### config.mk
export PLATFORM = sky130hd
export DESIGN_NAME = fallthrough_small_fifo
export DESIGN_NICKNAME = d
export VERILOG_FILES = /design/src/rtl/fallthrough_small_fifo_pkg.sv /design/src/rtl/fallthrough_small_fifo.sv
export SDC_FILE = /design/constraint.sdc
export NUM_CORES = 1
export LEC_CHECK = 0
export CAP_MARGIN = 40
export CORE_MARGIN = 2
export CORE_UTILIZATION = 45
export CTS_BUF_LIST = sky130_fd_sc_hd__clkbuf_16
export CTS_CLUSTER_DIAMETER = 30
export CTS_CLUSTER_SIZE = 10
export DETAILED_ROUTE_END_ITERATION = 6
export PLACE_DENSITY = 0.65
export SKIP_LAST_GASP = 1
export SLEW_MARGIN = 10
export SYNTH_ARGS = -nofsm -noshare
export SYNTH_HDL_FRONTEND = slang
export SYNTH_SLANG_ARGS = --single-unit
### constraint.sdc
create_clock -name clk -period 9.9 [get_ports clk]
set_clock_uncertainty 0.15 [all_clocks]
set_input_delay 1.98 -clock clk [delete_from_list [all_inputs] [get_ports clk]]
set_output_delay 1.98 -clock clk [all_outputs]
set_load 0.1 [all_outputs]
### src/rtl/fallthrough_small_fifo_pkg.sv
// ---------------------------------------------------------------------------
// fallthrough_small_fifo_pkg
//   Shared widths for the user data path. A data-path word is a control
//   byte followed by a 64-bit data field. The FIFO word width defaults to
//   the sum of the two.
//   Ports: none (package only).
// ---------------------------------------------------------------------------
package fallthrough_small_fifo_pkg;

   localparam int CTRL_WIDTH = 8;
   localparam int DATA_WIDTH = 64;
   localparam int WORD_WIDTH = CTRL_WIDTH + DATA_WIDTH;

endpackage : fallthrough_small_fifo_pkg

### src/rtl/fallthrough_small_fifo.sv
// ---------------------------------------------------------------------------
// fallthrough_small_fifo
//   Small first-word-fall-through FIFO used as the input buffer of
//   packet-processing modules. The head word is always presented on dout
//   while empty is low, and rd_en pops it.
//
//   Ports:
//     clk          single clock; all logic on the rising edge
//     reset        synchronous, active-high; discards all contents
//     din          write data
//     wr_en        write strobe, one word per cycle
//     rd_en        pop the head word
//     dout         head word, valid whenever empty = 0
//     full         occupancy == depth
//     nearly_full  occupancy >= NEARLY_FULL (drives upstream in_rdy = !nearly_full)
//     prog_full    occupancy >= PROG_FULL_THRESHOLD
//     empty        occupancy == 0
//
//   Handshake: a word is transferred in on a rising edge when wr_en = 1 and
//   the FIFO is not full, or when it is full and rd_en = 1 pops a word on
//   the same edge. A word is transferred out on a rising edge when
//   rd_en = 1 and empty = 0. Requests that do not meet these conditions
//   are dropped with no change to pointers, count or contents.
// ---------------------------------------------------------------------------
module fallthrough_small_fifo
   import fallthrough_small_fifo_pkg::*;
#(
   parameter int WIDTH               = WORD_WIDTH,
   parameter int MAX_DEPTH_BITS      = 3,
   parameter int NEARLY_FULL         = 2**MAX_DEPTH_BITS - 1,
   parameter int PROG_FULL_THRESHOLD = 2**MAX_DEPTH_BITS - 3
) (
   input  logic             clk,
   input  logic             reset,
   input  logic [WIDTH-1:0] din,
   input  logic             wr_en,
   input  logic             rd_en,
   output logic [WIDTH-1:0] dout,
   output logic             full,
   output logic             nearly_full,
   output logic             prog_full,
   output logic             empty
);

   localparam int DEPTH   = 2**MAX_DEPTH_BITS;
   localparam int CNT_W   = MAX_DEPTH_BITS + 1;

   localparam logic [CNT_W-1:0] DEPTH_CNT = CNT_W'(DEPTH);
   localparam logic [CNT_W-1:0] NF_CNT    = CNT_W'(NEARLY_FULL);
   localparam logic [CNT_W-1:0] PF_CNT    = CNT_W'(PROG_FULL_THRESHOLD);

   logic [WIDTH-1:0]          mem [DEPTH];
   logic [MAX_DEPTH_BITS-1:0] wr_ptr;
   logic [MAX_DEPTH_BITS-1:0] rd_ptr;
   logic [CNT_W-1:0]          count;

   logic do_write;
   logic do_read;

   // A pop on the same edge frees the slot the write lands in, so a full
   // FIFO still accepts a write when it is also being read.
   assign do_read  = rd_en && !empty;
   assign do_write = wr_en && (!full || rd_en);

   // Flags depend only on the registered count. nearly_full and full are
   // kept as separate decodes so the upstream in_rdy backpressure keeps a
   // slot of slack for a word already in flight.
   assign empty       = (count == '0);
   assign full        = (count == DEPTH_CNT);
   assign nearly_full = (count >= NF_CNT);
   assign prog_full   = (count >= PF_CNT);

   // Fall-through: the head slot is read asynchronously, so a word written
   // into an empty FIFO is visible right after its write edge, and the next
   // word is visible right after a pop edge.
   assign dout = mem[rd_ptr];

   always_ff @(posedge clk) begin
      if (reset) begin
         wr_ptr <= '0;
         rd_ptr <= '0;
         count  <= '0;
      end else begin
         if (do_write) begin
            wr_ptr <= wr_ptr + 1'b1;
         end
         if (do_read) begin
            rd_ptr <= rd_ptr + 1'b1;
         end
         case ({do_write, do_read})
            2'b10:   count <= count + 1'b1;
            2'b01:   count <= count - 1'b1;
            default: count <= count;
         endcase
      end
   end

   // Storage carries no reset; contents are don't-care while empty.
   always_ff @(posedge clk) begin
      if (do_write && !reset) begin
         mem[wr_ptr] <= din;
      end
   end

endmodule : fallthrough_small_fifo

After elaboration in Yosys (flattened, before gate mapping). Memory sizes are Yosys's and may differ from the RTL's. A register that Yosys moved wholly into a read port is not among the register bits. Cells that the tools add are included.

Register bits: 10. Bits in writable memories: 576. Bits of input ports: 76. Output and inout bits: 76. Logic and storage cells: 27. Memories: 1.

Memories: mem (words 8, width 72, rd ports 1, clocked after Yosys merged registers in 1, write ports 1, line fallthrough_small_fifo.sv:52) `logic [WIDTH-1:0] mem [DEPTH];`.

Add/subtract/negate cells: 4. Magnitude comparators: 2. Equality and inequality tests: 3. Mux-type cells: 5. Reduce and logical (&&, ||, !) cells: 9.

Operator list (number): $ge A4 B3 Y1 const B (2); $pmux W4 S2 (1); $add A3 B1 Y3 const B (2); $mux W3 (2); $add A4 B1 Y4 const B (1); $eq A4 B4 Y1 const B (1); $logic_not A4 Y1 (1); $sub A4 B1 Y4 const B (1); $logic_and A1 B1 Y1 (3); $logic_not A1 Y1 (3); $eq A2 B1 Y1 const B (1); $eq A2 B2 Y1 const B (1); $mux W1 (2); $reduce_bool A2 Y1 (1); $logic_or A1 B1 Y1 (1).

Depth between registers and ports, before layout.
Word-level depth: 7. Gate-level depth with buffers: 10. Depth with buffers taken out: 9.

Least setup slack after synthesis. Ideal clock, no wire load.

Path kind: input to register. Start point: in reset. End point: mem mem[0][0] (netlist bit) (enable). Data arrival time: 9.513 ns. Setup slack: -0.468 ns. Cell stages on the path: 2. Cells stage by stage: nor2_1 nor4b_1.

Longest elaborated chain between the ends: 4.

RTL lines: start: declaration (line fallthrough_small_fifo.sv:34) `input logic reset,`; $logic_not A1 Y1 (line fallthrough_small_fifo.sv:100) `if (do_write && !reset) begin`; $logic_and A1 B1 Y1 (line fallthrough_small_fifo.sv:100); $mux W1 (line fallthrough_small_fifo.sv:100); $mux W1 (not written as such) (line fallthrough_small_fifo.sv:101) `mem[wr_ptr] <= din;`; end: declaration (line fallthrough_small_fifo.sv:52).

Every way passes these cells.

==> reports/results.md <==
## STA
- Final Cycle Share: 59.7%
- Tmin final: 5910 ps
- transition at the pin with the smallest max-transition slack: 916 ps
- final count of pins violating max slew: 0
- Relative slew margins: 38.9%
- setup tns final: 0 ps
- unrepaired setup endpoints after global routing: false
- Final WS setup: 3990 ps
- endpoints failing hold: 0
- Highest Clock Rate: 169 MHz
- setup violation total in the final timing report: 0

## Logic synthesis
- total of warnings raised by yosys: 0
- Synth area leaders: sky130_fd_sc_hd__edfxtp_1 (78%), sky130_fd_sc_hd__mux4_2 (15%), sky130_fd_sc_hd__mux2_2 (3.6%)
- Distinct cells, synth: 33
- average cell area after synthesis: 24.5 um2
- most common cell in the netlist: sky130_fd_sc_hd__edfxtp_1
- cell count after synthesis: 909
- commonest register cell after synthesis: sky130_fd_sc_hd__edfxtp_1
- top cell type by total area after synthesis: sky130_fd_sc_hd__edfxtp_1
- number of storage elements in the synthesis netlist: 589
- share of flip-flops with an asynchronous set or reset after synthesis: 0%
- post-synthesis net count: 991
- top cell types by occurrence after synthesis: sky130_fd_sc_hd__edfxtp_1 (576), sky130_fd_sc_hd__mux4_2 (144), sky130_fd_sc_hd__mux2_2 (72)
- register area share after synthesis: 78.8%
- area share of the largest cell type after synthesis: 77.7%
- total standard cell area after synthesis: 22300 um2
- count of flip-flops with a built-in enable after synthesis: 576

## Setup path
- most numerous cell on the critical path: sky130_fd_sc_hd__buf_16
- endpoint arrival time on the critical path: 3780 ps
- type of destination of the critical path: primary output
- kind of start point of the critical path: register
- crit path cell chain: buf_16, buf_12, mux4_2, mux2_2, clkdlybuf4s50_1, buf_16
- worst setup path category: register to primary output
- highest fanout seen on the critical path: 106
- highest-delay cell along the critical path: sky130_fd_sc_hd__buf_12
- Worst EP required: 7770 ps
- Critical path buffers and inverters: 4
- cell type group with the largest total delay on the critical path: buffers and inverters
- delay of the slowest cell on the worst path: 700 ps

## Clocking
- number of buffers created by CTS: 109
- Clock H-tree levels: 3
- Clock Pin Slew Worst Setup and Hold Paths: 50 ps
- insertion delay of the later-clocked pin in the worst-skew pair: 630 ps
- clock tree from TritonCTS: done
- buffers from clock root to sink, at most: 3
- CTS Hold Buffers Added: 0
- count of buffers added by post-CTS timing repair for setup: 0
- TritonCTS Sinks: 589
- quantity of gates resized following cts: 0
- Root Buffer Master: sky130_fd_sc_hd__clkbuf_16

## Floorplan
- Std-Cell Core Area: 48800 um2
- number of top-level pins: 152
- initial cell density of the core: 45.6%
- die outline width: 226 um
- area enclosed by the die boundary: 51300 um2
- Die Ht: 226 um
- Placement Rows: 81

## Layout
- Layout area overhead: 34.7%
- number of nets in the finished design: 1312
- layout filler cell count: 3424
- fraction of layout instances using a drive strength above 1: 39.0%
- final std cells w/o fill: 1989

## Routing
- post-detailed-route via-to-cell ratio: 5.24
- remaining design rule violation count: 0
- Routed Antenna Nets: 0
- first-pass iteration count of the detailed router: 4
- total wirelength of the detailed-routed design: 45400 um
- Via Count: 10423
- drt wl/cell: 22.8 um
- violation count after the first detailed-route iteration: 719

## Pwr
- leakage power figure: 0.00979 uW
- largest vdd supply drop: 0.211 mV
- power density normalized to cell area: 285 nW/um2

## Global routing
- global route total overflow: 0
- pin count of the biggest net entering global routing: 107
- wire length of the first global-routing pass: 69200 um
- total routing resource utilization after global routing: 18.4%
- antenna violations before repair: 5
- vias in the first global route: 11490

## Placed design
- sum of net half-perimeters after detailed placement: 23100 um
- number of port buffers: 151
- Post-Place Setup Slack: 4560 ps
- Routability Congestion: 0.677
- number of cells after detailed placement: 1783

## Status
- result of the run: finished clean

## Min path
- worst hold path type: register to register

## Flow run
- max-cap check violation count: 0

==> layout by cell type (no fill, tap or decap), types with 17 or more instances in the layout <==
cell / n
sky130_fd_sc_hd__buf_4: 17
sky130_fd_sc_hd__mux4_2: 144
sky130_fd_sc_hd__clkbuf_16: 109
sky130_fd_sc_hd__clkdlybuf4s50_1: 151
sky130_fd_sc_hd__clkinvlp_4: 19
sky130_fd_sc_hd__buf_8: 59
sky130_fd_sc_hd__mux2_2: 72
sky130_fd_sc_hd__buf_16: 22
sky130_fd_sc_hd__bufinv_16: 21
sky130_fd_sc_hd__edfxtp_1: 576
sky130_fd_sc_hd__clkinv_2: 17
==> registers in the layout, indices dropped and copies added, names as in the netlist, named ones only <==
signal  flops
mem       576
wr_ptr      3
count       4
rd_ptr      3
==> worst paths after layout <==
| check | start | slack (ps) | to | cells past startpoint |
|---|---|---|---|---|
| setup reg to reg | count[0]$_SDFFE_PP0P_ | 6720 | mem[7][46]$_DFFE_PP_ | 7 |
| hold reg to reg | rd_ptr[2]$_SDFFE_PP0P_ | 380 | rd_ptr[2]$_SDFFE_PP0P_ | 2 |
| setup / recovery | register | 3990 | dout[12] | 6 |
| hold / removal | rd_ptr[2]$_SDFFE_PP0P_ | 380 | rd_ptr[2]$_SDFFE_PP0P_ | 2 |
==> kinds of logic after synthesis <==
| group | share of synthesized area (%) |
|---|---|
| flip-flops | 78.8 |
| adder cells (fa/ha/maj) | 0.371 |
| buffers and inverters | 1.14 |
| multiplexers | 18.3 |
| AND/OR/NAND/NOR | 0.742 |
| AO/OA/AOI/OAI | 0.365 |
| XOR/XNOR | 0.236 |
==> per-layer routing <==
layer | part of all wire (%) | GRT usage, % | vias to the layer above
li1 | - | - | 4579
met1 | 42 | 24.2 | 5504
met2 | 51 | 30.5 | 259
met3 | 4.8 | 4.00 | 75
met4 | 2.0 | 6.64 | 6
met5 | 0.077 | 0 | -
==> report_power, final <==
part           switching, uW  internal [uW]  leakage (uW)  total [uW]
Sequential              35.6           2810       0.00531        2840
Clock                   1240           2560       0.00188        3800
Combinational           1100            806       0.00260        1900
==> worst min-delay path: stages, from the launching register on <==
cell	delay (ps)
sky130_fd_sc_hd__dfxtp_1	320
sky130_fd_sc_hd__xor2_1	70
sky130_fd_sc_hd__nor2_1	100
==> through the flow <==
stage,area [um2],power (uW),hold WS [ps],util (%)
after floorplan,22300,4100,335,-
after global placement,24600,4430,366,50.4
after detailed placement,26100,4810,367,53.5
after CTS,30000,8630,385,61.4
after global routing,30000,8810,410,61.4
final,30000,8550,384,61.4
==> layout make-up <==
type,instances,area [um2],share of cell area (%)
Antenna cell,2,5.00,0.0167
Multi-Input combinational cell,273,4520,15.1
Clock inverter,95,1120,3.75
Sequential cell,589,17600,58.6
Timing Repair Buffer,252,3190,10.6
Clock buffer,109,2730,9.10
Tap cell,664,831,2.77
Inverter,5,18.8,0.0626
Note: power is estimated with default switching activity, not from simulation.
